### src/rtl/imem_pkg.sv
// -----------------------------------------------------------------------------
// imem_pkg
// Shared types and constants for the instruction fetch sequencer.
//   state_t       : fetch sequencer state (RUN / HALTED / FAULT)
//   fetch_entry_t : one prefetch FIFO entry, {pc, inst}
//   word_index()  : byte address to instruction memory word index
// -----------------------------------------------------------------------------
package imem_pkg;

    typedef enum logic [1:0] {
        RUN    = 2'd0,
        HALTED = 2'd1,
        FAULT  = 2'd2
    } state_t;

    localparam int          IMEM_DEPTH_DEF = 128;
    localparam logic [31:0] RESET_PC_DEF   = 32'h0000_0000;
    localparam logic [31:0] PC_STEP        = 32'd4;

    typedef struct packed {
        logic [31:0] pc;
        logic [31:0] inst;
    } fetch_entry_t;

    // The memory is word-indexed; byte addresses drop their two low bits.
    function automatic logic [29:0] word_index(input logic [31:0] addr);
        return 30'(addr >> 2);
    endfunction

endpackage

### src/rtl/imem_fetch_ctrl_if.sv
// -----------------------------------------------------------------------------
// imem_fetch_ctrl_if
// Groups the fetch sequencer's memory, control and decode-side signals.
//   imem_addr/imem_rdata     : combinational instruction memory read port
//   redirect_valid/_pc, halt : control from the execute stage
//   inst_valid/data/pc/ready : valid/ready handshake toward decode
//   fault, halted            : status
// modport master : the fetch sequencer
// modport slave  : the surrounding core (memory, execute, decode)
// -----------------------------------------------------------------------------
interface imem_fetch_ctrl_if;

    logic [31:0] imem_addr;
    logic [31:0] imem_rdata;
    logic        redirect_valid;
    logic [31:0] redirect_pc;
    logic        halt;
    logic        inst_valid;
    logic [31:0] inst_data;
    logic [31:0] inst_pc;
    logic        inst_ready;
    logic        fault;
    logic        halted;

    modport master (
        output imem_addr, inst_valid, inst_data, inst_pc, fault, halted,
        input  imem_rdata, redirect_valid, redirect_pc, halt, inst_ready
    );

    modport slave (
        input  imem_addr, inst_valid, inst_data, inst_pc, fault, halted,
        output imem_rdata, redirect_valid, redirect_pc, halt, inst_ready
    );

endinterface

### src/rtl/fetch_fifo.sv
// -----------------------------------------------------------------------------
// fetch_fifo
// Prefetch FIFO holding {pc, inst} entries with a registered head.
//   clk, rst_n     : clock, asynchronous active-low reset
//   flush_i        : synchronous flush; overrides push and pop
//   push_i         : write push_entry_i (accepted when full only with a pop)
//   push_entry_i   : entry to write
//   pop_i          : advance the head (ignored when empty)
//   full_o/empty_o : occupancy flags
//   head_valid_o   : head entry is valid
//   head_entry_o   : head entry, all zero when empty
// -----------------------------------------------------------------------------
module fetch_fifo
    import imem_pkg::*;
#(
    parameter int DEPTH = 2
) (
    input  logic         clk,
    input  logic         rst_n,
    input  logic         flush_i,
    input  logic         push_i,
    input  fetch_entry_t push_entry_i,
    input  logic         pop_i,
    output logic         full_o,
    output logic         empty_o,
    output logic         head_valid_o,
    output fetch_entry_t head_entry_o
);

    localparam int            AW         = $clog2(DEPTH);
    localparam logic [AW-1:0] PTR_ONE    = AW'(1);
    localparam logic [AW:0]   CNT_ONE    = (AW + 1)'(1);
    localparam logic [AW:0]   FULL_COUNT = (AW + 1)'(DEPTH);

    fetch_entry_t  mem_q [DEPTH];
    logic [AW-1:0] wr_ptr_q, wr_ptr_d;
    logic [AW-1:0] rd_ptr_q, rd_ptr_d;
    logic [AW:0]   count_q, count_d;
    logic          head_valid_q, head_valid_d;
    fetch_entry_t  head_q, head_d;
    logic          full;
    logic          do_push;
    logic          do_pop;

    assign full    = (count_q == FULL_COUNT);
    assign do_pop  = pop_i && !flush_i && (count_q != '0);
    // A full FIFO still accepts a push when the head leaves in the same cycle.
    assign do_push = push_i && !flush_i && (!full || do_pop);

    always_comb begin
        // NOTE: every signal written here gets a default first, so no path
        // leaves one unassigned and no latch can be inferred.
        wr_ptr_d     = wr_ptr_q;
        rd_ptr_d     = rd_ptr_q;
        count_d      = count_q;
        head_valid_d = 1'b0;
        head_d       = '0;

        if (flush_i) begin
            wr_ptr_d = '0;
            rd_ptr_d = '0;
            count_d  = '0;
        end else begin
            if (do_push) wr_ptr_d = wr_ptr_q + PTR_ONE;
            if (do_pop)  rd_ptr_d = rd_ptr_q + PTR_ONE;

            case ({do_push, do_pop})
                2'b10:   count_d = count_q + CNT_ONE;
                2'b01:   count_d = count_q - CNT_ONE;
                default: count_d = count_q;
            endcase

            // Next head comes from storage unless the slot it lands on is
            // the one being written this very cycle.
            if (count_d != '0) begin
                head_valid_d = 1'b1;
                if (do_push && (wr_ptr_q == rd_ptr_d)) head_d = push_entry_i;
                else                                   head_d = mem_q[rd_ptr_d];
            end
        end
    end

    // NOTE: state registers use non-blocking assignments so every flop
    // samples the pre-edge values regardless of process ordering.
    always_ff @(posedge clk or negedge rst_n) begin
        if (!rst_n) begin
            wr_ptr_q     <= '0;
            rd_ptr_q     <= '0;
            count_q      <= '0;
            head_valid_q <= 1'b0;
            head_q       <= '0;
        end else begin
            wr_ptr_q     <= wr_ptr_d;
            rd_ptr_q     <= rd_ptr_d;
            count_q      <= count_d;
            head_valid_q <= head_valid_d;
            head_q       <= head_d;
        end
    end

    // NOTE: the storage array is deliberately not reset; the pointers and
    // count define which slots are meaningful, and the head register is reset.
    always_ff @(posedge clk) begin
        if (do_push) mem_q[wr_ptr_q] <= push_entry_i;
    end

    assign full_o       = full;
    assign empty_o      = (count_q == '0);
    assign head_valid_o = head_valid_q;
    assign head_entry_o = head_q;

endmodule

### src/rtl/imem_fetch_ctrl.sv
// -----------------------------------------------------------------------------
// imem_fetch_ctrl
// Fetch sequencer for the word-indexed instruction memory. Owns the PC,
// drives the memory address, captures {pc, inst} into a prefetch FIFO and
// presents the FIFO head to decode over valid/ready.
//   clk, rst_n : clock, asynchronous active-low reset
//   bus        : imem_fetch_ctrl_if.master
//                imem_addr (= PC), imem_rdata, redirect_valid/redirect_pc,
//                halt, inst_valid/inst_data/inst_pc/inst_ready, fault, halted
// Per-cycle priority: reset > redirect > range fault > halt > push.
// -----------------------------------------------------------------------------
module imem_fetch_ctrl
    import imem_pkg::*;
#(
    parameter logic [31:0] RESET_PC   = RESET_PC_DEF,
    parameter int          IMEM_DEPTH = IMEM_DEPTH_DEF,
    parameter int          FIFO_DEPTH = 2
) (
    input  logic              clk,
    input  logic              rst_n,
    imem_fetch_ctrl_if.master bus
);

    // Range check in words avoids overflow of IMEM_DEPTH*4 near the top.
    localparam logic [29:0] DEPTH_WORDS = 30'(IMEM_DEPTH);

    state_t       state_q, state_d;
    logic [31:0]  pc_q, pc_d;

    logic         redirect;
    logic         redirect_misaligned;
    logic         in_range;
    logic         pop;
    logic         push;
    fetch_entry_t push_entry;

    logic         fifo_full;
    logic         fifo_empty;
    logic         head_valid;
    fetch_entry_t head_entry;

    // A redirect in FAULT is ignored entirely: no flush, no PC change.
    assign redirect            = bus.redirect_valid && (state_q != FAULT);
    assign redirect_misaligned = (bus.redirect_pc[1:0] != 2'b00);
    assign in_range            = (word_index(pc_q) < DEPTH_WORDS);
    assign pop                 = head_valid && bus.inst_ready;

    assign push = (state_q == RUN) && !redirect && in_range && !bus.halt
                  && (!fifo_full || pop);

    assign push_entry = '{pc: pc_q, inst: bus.imem_rdata};

    always_comb begin
        state_d = state_q;
        pc_d    = pc_q;

        if (redirect) begin
            if (redirect_misaligned) begin
                state_d = FAULT;
            end else begin
                pc_d    = bus.redirect_pc;
                // Redirect wins for PC/flush; a concurrent halt still parks us.
                state_d = bus.halt ? HALTED : RUN;
            end
        end else begin
            case (state_q)
                RUN: begin
                    if (!in_range)    state_d = FAULT;
                    else if (bus.halt) state_d = HALTED;
                    else if (push)    pc_d    = pc_q + PC_STEP;
                end
                HALTED: begin
                    if (!bus.halt) state_d = RUN;
                end
                FAULT:   state_d = FAULT;
                default: state_d = FAULT;
            endcase
        end
    end

    always_ff @(posedge clk or negedge rst_n) begin
        if (!rst_n) begin
            state_q <= RUN;
            pc_q    <= RESET_PC;
        end else begin
            state_q <= state_d;
            pc_q    <= pc_d;
        end
    end

    fetch_fifo #(
        .DEPTH (FIFO_DEPTH)
    ) u_fifo (
        .clk          (clk),
        .rst_n        (rst_n),
        .flush_i      (redirect),
        .push_i       (push),
        .push_entry_i (push_entry),
        .pop_i        (pop),
        .full_o       (fifo_full),
        .empty_o      (fifo_empty),
        .head_valid_o (head_valid),
        .head_entry_o (head_entry)
    );

    assign bus.imem_addr  = pc_q;
    assign bus.inst_valid = head_valid;
    assign bus.inst_data  = head_entry.inst;
    assign bus.inst_pc    = head_entry.pc;
    assign bus.fault      = (state_q == FAULT);
    assign bus.halted     = (state_q == HALTED) && fifo_empty;

endmodule

### src/flat_wrapper.sv
// flat-port wrapper written by rule: the top's interface ports become plain ports
module imem_fetch_ctrl_flat import imem_pkg::*;
#(
    parameter logic [31:0] RESET_PC   = RESET_PC_DEF,
    parameter int          IMEM_DEPTH = IMEM_DEPTH_DEF,
    parameter int          FIFO_DEPTH = 2
)
  (clk, rst_n, bus_imem_addr, bus_inst_valid, bus_inst_data, bus_inst_pc, bus_fault, bus_halted, bus_imem_rdata, bus_redirect_valid, bus_redirect_pc, bus_halt, bus_inst_ready);
  imem_fetch_ctrl_if bus_i ();
  input  logic clk;
  input  logic rst_n;
  output wire logic [$bits(bus_i.imem_addr)-1:0] bus_imem_addr;
  output wire logic [$bits(bus_i.inst_valid)-1:0] bus_inst_valid;
  output wire logic [$bits(bus_i.inst_data)-1:0] bus_inst_data;
  output wire logic [$bits(bus_i.inst_pc)-1:0] bus_inst_pc;
  output wire logic [$bits(bus_i.fault)-1:0] bus_fault;
  output wire logic [$bits(bus_i.halted)-1:0] bus_halted;
  input wire logic [$bits(bus_i.imem_rdata)-1:0] bus_imem_rdata;
  input wire logic [$bits(bus_i.redirect_valid)-1:0] bus_redirect_valid;
  input wire logic [$bits(bus_i.redirect_pc)-1:0] bus_redirect_pc;
  input wire logic [$bits(bus_i.halt)-1:0] bus_halt;
  input wire logic [$bits(bus_i.inst_ready)-1:0] bus_inst_ready;
  assign bus_imem_addr = bus_i.imem_addr;
  assign bus_inst_valid = bus_i.inst_valid;
  assign bus_inst_data = bus_i.inst_data;
  assign bus_inst_pc = bus_i.inst_pc;
  assign bus_fault = bus_i.fault;
  assign bus_halted = bus_i.halted;
  assign bus_i.imem_rdata = bus_imem_rdata;
  assign bus_i.redirect_valid = bus_redirect_valid;
  assign bus_i.redirect_pc = bus_redirect_pc;
  assign bus_i.halt = bus_halt;
  assign bus_i.inst_ready = bus_inst_ready;
  imem_fetch_ctrl #(.RESET_PC(RESET_PC), .IMEM_DEPTH(IMEM_DEPTH), .FIFO_DEPTH(FIFO_DEPTH)) u_core (.clk(clk), .rst_n(rst_n), .bus(bus_i));
endmodule
### config.mk
export PLATFORM = sky130hd
export DESIGN_NAME = imem_fetch_ctrl_flat
export DESIGN_NICKNAME = d
export VERILOG_FILES = /design/src/rtl/imem_pkg.sv /design/src/rtl/imem_fetch_ctrl_if.sv /design/src/rtl/fetch_fifo.sv /design/src/rtl/imem_fetch_ctrl.sv /design/src/flat_wrapper.sv
export SDC_FILE = /design/constraint.sdc
export NUM_CORES = 1
export LEC_CHECK = 0
export BUFFER_PORTS_ARGS = -buffer_cell sky130_fd_sc_hd__buf_4
export CORE_ASPECT_RATIO = 1.1
export CORE_MARGIN = 2
export CORE_UTILIZATION = 35
export CTS_CLUSTER_DIAMETER = 80
export DETAILED_ROUTE_END_ITERATION = 16
export MAX_ROUTING_LAYER = met4
export PLACE_DENSITY = 0.65
export RECOVER_POWER = 25
export SLEW_MARGIN = 20
export SYNTH_ARGS = -nofsm -noshare
export SYNTH_HDL_FRONTEND = slang
export SYNTH_SLANG_ARGS = --single-unit
### constraint.sdc
create_clock -name clk -period 5.6 [get_ports clk]
set_input_delay 1.68 -clock clk [delete_from_list [all_inputs] [get_ports clk]]
set_output_delay 1.68 -clock clk [all_outputs]
set_load 0.01 [all_outputs]
[After elaboration in Yosys (flattened, before gate mapping)]
Memory sizes are Yosys's and may differ from the RTL's.
Index checks and enable logic that the tools add are counted.
Storage, ports and cells
  bits of input ports: 69
  memories: 1
  logic and storage cells: 82
  memory bits (writable): 128
  flip-flop bits (word level): 103
  output and inout bits: 99
Memories
  u_core.u_fifo.mem_q: words 2, bits a word 64, rd ports 1, clocked after memory_dff 0, wr ports 1, RTL line fetch_fifo.sv:35  | fetch_entry_t mem_q [DEPTH];
Operators by class
  magnitude comparators: 1
  add/subtract/negate cells: 5
  muxes and demuxes: 28
  equality and inequality tests: 11
  reduce and logical (&&, ||, !) cells: 28
Operator list (count)
  32-bit 2-to-1 mux: 6
  64-bit 2-to-1 mux: 3
  32-bit by 3-bit adder with 32-bit output (second input constant): 1
  30-bit by 8-bit less-than comparator with 1-bit output (second input constant): 1
  2-bit 2-to-1 mux: 7
  2-bit nonzero test: 7
  1-bit logical AND: 12
  1-bit 2-to-1 mux: 10
  2-bit one-hot mux with 2 select lines: 2
  2-bit == test (second input constant): 3
  5-bit AND reduction: 1
  2-bit by 1-bit == test with 1-bit output (second input constant): 2
  2-bit logical NOT: 2
  2-bit != test (second input constant): 2
  4-bit by 3-bit != test with 1-bit output (second input constant): 1
  1-bit logical NOT: 3
  3-bit by 2-bit != test with 1-bit output (second input constant): 1
  1-bit adder (second input constant): 2
  2-bit by 1-bit adder with 2-bit output (second input constant): 1
  1-bit logical OR: 2
  2-bit by 1-bit != test with 1-bit output (second input constant): 1
  2-bit AND reduction: 1
  2-bit by 1-bit subtractor with 2-bit output (second input constant): 1
  1-bit == test: 1

[Depth between registers and ports, before layout]
  depth in word-level cells: 15
  gate-level depth with buffers: 14
  mapped depth without buffers: 11

[By module]
From an unflattened synthesis, not the netlist that was laid out.
Unflattened totals
  cell total of the unflattened synthesis: 677
  area, all modules: 9824.4 µm²
Modules (own cells, without submodules)
  fetch_fifo: times used 1, area an instance 7768.7 µm², cells each 456
  imem_fetch_ctrl: times used 1, area an instance 2055.7 µm², cells each 221

[Least setup slack after synthesis]
No wires, ideal clock.
  path type: input port to flip-flop
  start point: in bus_redirect_valid
  end point: mem u_core.u_fifo.mem_q[0][0] in the netlist's numbering (enable)
  required time: 5.114 ns
  stages on the path: 7
  setup slack: -0.274 ns
  data arrival time: 5.388 ns
  buffers on the path: 2
  path through: buf_2 -> nor4_1 -> o2111ai_1 -> nor2_2 -> inv_2 -> buf_2 -> nor2_1
On the way
  word-level cells in the longest chain between the ends: 10
  elaborated cells on any way between the ends: 13
  those cells by class: mux: 2; reduce/logical: 11
RTL lines
  from (decl): RTL line flat_wrapper.sv:19  | input wire logic [$bits(bus_i.redirect_valid)-1:0] bus_redirect_valid;
  1-bit logical AND (*): RTL line imem_fetch_ctrl.sv:43  | assign redirect = bus.redirect_valid && (state_q != FAULT);
  1-bit logical NOT (*): RTL line fetch_fifo.sv:46, fetch_fifo.sv:48, imem_fetch_ctrl.sv:48
  1-bit logical AND (3 in series): RTL line imem_fetch_ctrl.sv:48  | assign push = (state_q == RUN) && !redirect && in_range && !bus.halt
  1-bit logical AND: RTL line imem_fetch_ctrl.sv:49  | && (!fifo_full || pop);
  1-bit logical AND: RTL line fetch_fifo.sv:48  | assign do_push = push_i && !flush_i && (!full || do_pop);
  1-bit logical AND (*): RTL line fetch_fifo.sv:48
  1-bit 2-to-1 mux (*): RTL line fetch_fifo.sv:104  | if (do_push) mem_q[wr_ptr_q] <= push_entry_i;
  1-bit 2-to-1 mux (not written as such) (*): RTL line fetch_fifo.sv:104
  to (decl): RTL line fetch_fifo.sv:35
Mark *: on every way between the ends. The rest lies on a longest branch, timed or not.

==> results.py <==
metrics = {
    "clocking": {
        "cts_tree": "done",
        "hold_buffers": 0,
        "cts.clk_slew.worst_paths_ps": 60,
        "post_cts_buffers": 0,
        "clk_latency_ps": 520,
        "htreeDepth": 1,
        "cts-buffers-inserted": 23,
        "root_buffer": "clkbuf_16",
        "cts_sinks": 231,
        "ctsResizeCount": 0,
        "clock_path_buffers": 3,
    },
    "finish": {
        "nNetsFinal": 895,
        "fillers": 2331,
        "n_antenna_cell": 0,
        "utilization_pct": 44.4,
        "seq_area_um2": 6420,
        "multi_input_area_um2": 2540,
        "area_growth_pct": 25.1,
        "layout-drive-gt1-share_pct": 28.7,
        "design_area_um2": 11500,
    },
    "placement": {
        "placed_area_um2": 10800,
        "place.gp.congestion": 0.819,
        "pre_cts_slack_ps": 1230,
        "port_buffers": 167,
        "place_hpwl_um": 14100,
    },
    "power": {
        "leakage_uw": 0.00484,
        "ir_worst_vdd_uv": 171,
        "p_per_area_nw_per_um2": 306,
    },
    "route": {
        "dr_total_vias": 5955,
        "wl_per_cell_um": 19.0,
        "firstDrtPassIters": 4,
        "routed_via_density": 4.99,
        "postRouteAntennaNets": 0,
        "drt_wl_total_um": 22700,
        "drc": 0,
        "drt_iter0_drc": 358,
    },
    "critical_path": {
        "cp.required_ps": 5940,
        "worst-path-max-fanout": 41,
        "cp.arrival_ps": 4230,
        "critPathKind": "primary input to flip-flop",
        "setup.worst_path.end_class": "flip-flop",
        "cp-start-kind": "primary input",
    },
    "synthesis": {
        "synth_nets": 728,
        "netlist_area_um2": 9220,
        "yosysSeqAreaShare_pct": 69.7,
        "synth.avg_cell_area_um2": 14.0,
        "synth_flop_cell": "edfxtp_1",
        "synth_edf_count": 128,
        "synth.distinct_cells": 51,
        "async_flop_share_pct": 44.6,
        "synth-seq-cells": 231,
        "syn-instance-count": 657,
        "yosys_warnings": 0,
    },
    "timing": {
        "finalSetupViolCount": 0,
        "grt_setup_unrepaired": "false",
        "period_share_pct": 69.5,
        "fin_worst_skew_ps": 29.1,
        "hold_slack_ps": 503,
        "slew_headroom_pct": -43.0,
        "fmax_mhz": 257,
        "fin_ws_ps": 1710,
        "max_slew.worst_pin.slew_ps": 2150,
        "final_max_slew_viol_count": 40,
        "finalCriticalPeriod_ps": 3890,
        "fin_tns_setup_ps": 0,
        "final_hold_viol_count": 0,
    },
    "floorplanning": {
        "dieArea_um2": 27700,
        "start_util_pct": 35.5,
        "die_width_um": 159,
        "core_um2": 26000,
        "std_cell_rows": 62,
        "die_y_um": 174,
        "ioPinCount": 168,
    },
    "global_route": {
        "first_global_vias": 6120,
        "grt_first_pass_wirelength_um": 35400,
        "grt_max_degree": 65,
        "grt_usage_pct": 16.7,
        "antenna_found_initial": 0,
        "grt.overflow.total": 0,
    },
    "flow_run": {
        "maxCapViolations": 1,
    },
    "worst_hold_path": {
        "hp-class": "flip-flop to flip-flop",
    },
    "status": {
        "status": "finished, violations left",
        "failed_checks": "max-capacitance violations, max-slew violations",
    },
}
final timing paths:
kind	cells after the start	start	slack (ps)	to
setup / recovery	11	bus_redirect_valid	1710	u_core.u_fifo.head_entry_o[0]$_DFF_PN0_
hold / removal	2	u_core.u_fifo.mem_q[0][45]$_DFFE_PP_	500	u_core.u_fifo.head_entry_o[45]$_DFF_PN0_
setup reg to reg	10	u_core.bus.imem_addr[30]$_DFFE_PN0P_	2090	u_core.u_fifo.head_entry_o[0]$_DFF_PN0_
hold reg to reg	2	u_core.u_fifo.mem_q[0][45]$_DFFE_PP_	500	u_core.u_fifo.head_entry_o[45]$_DFF_PN0_
max in group asynchronous	2	rst_n	2340	u_core.u_fifo.head_entry_o[13]$_DFF_PN0_
min in group asynchronous	1	rst_n	1790	u_core.u_fifo.head_entry_o[45]$_DFF_PN0_
sequential cells by signal, summed over array words and instances, names as in the netlist:
register / cells
u_core.state_q: 2
u_core.u_fifo.mem_q: 128
u_core.u_fifo.count_q: 2
u_core.u_fifo.head_valid_o: 1
u_core.u_fifo.rd_ptr_q: 1
u_core.u_fifo.head_entry_o: 64
u_core.u_fifo.wr_ptr_q: 1
u_core.bus.imem_addr: 32
cell families (layout without fill, tap and decap cells):
| family | Yosys count | after routing | synth area share (%) |
|---|---|---|---|
| buffers and inverters | 53 | 237 | 3.22 |
| AO/OA/AOI/OAI | 140 | 140 | 12.2 |
| AND/OR/NAND/NOR | 184 | 184 | 9.47 |
| flip-flops | 231 | 231 | 69.7 |
| XOR/XNOR | 5 | 5 | 0.651 |
| adder cells (fa/ha/maj) | 2 | 2 | 0.271 |
| multiplexers | 42 | 42 | 4.56 |
where the power goes:
| part | switching (µW) | internal, µW | total (µW) |
|---|---|---|---|
| Sequential | 0 | 1790 | 1790 |
| Combinational | 33.2 | 22.2 | 55.3 |
| Clock | 641 | 1040 | 1680 |
final cells by class:
class                   instances  area share, %
flip-flops and latches        231           55.7
multi-input cells             373           22.0
repair buffers                182           10.8
clock buffers                  25           5.14
well taps                     352           3.82
clock inverters                17           2.09
inverters                      13          0.423
synthesized netlist by cell type, types with 11 or more instances:
library cell    n  area share, %
a211oi_2       40            5.4
nor2_1         23           0.94
inv_1          11           0.45
nand3_1        22            1.2
nor3_1         43            2.3
a21oi_1        48            2.6
buf_2          15           0.81
clkbuf_1       11           0.45
o22ai_1        11           0.75
edfxtp_1      128             42
mux2i_1        42            4.6
dfrtp_1       103             28
nand2_1        61            2.5
o21ai_0        12           0.65
through the flow:
step | instances | power, µW
2_1_floorplan | 657 | 1830
3_3_place_gp | 1151 | 1890
3_5_place_dp | 1151 | 1890
4_1_cts | 1193 | 3570
5_1_grt | 1193 | 3640
6_report | 1193 | 3530
critical path: stages:
cell,delay [ps]
buf_4,150
nor4_1,240
o2111ai_1,210
nor2_2,290
inv_2,60
ha_1,340
nor2b_1,190
a21oi_1,90
o221ai_4,190
buf_4,640
a211oi_1,100
cell usage in the layout, fill, tap and decap left out, types with 3 or more instances in the layout:
cell	count
a21oi_1	48
a22oi_1	6
nand3_1	22
clkbuf_1	33
nand4_1	5
o21ai_1	3
and2_1	4
o22ai_1	11
nand2b_1	5
nor2_1	22
edfxtp_1	128
a211oi_2	40
nor2b_1	3
clkinv_1	5
buf_4	149
nand2_1	61
o21ai_0	12
nor4_1	6
nor3_1	43
inv_1	11
clkbuf_16	23
dfrtp_1	103
bufinv_16	6
mux2i_1	42
metal layers:
metal / vias to the layer above / track usage [%] / part of all wire [%]
met2: 154 / 27.3 / 50
met4: 0 / 4.28 / 2.0
li1: 2791 / - / -
met3: 30 / 2.82 / 4.7
met5: - / - / 0
met1: 2980 / 21.8 / 43
No activity file was read; power rests on OpenSTA's default activity.
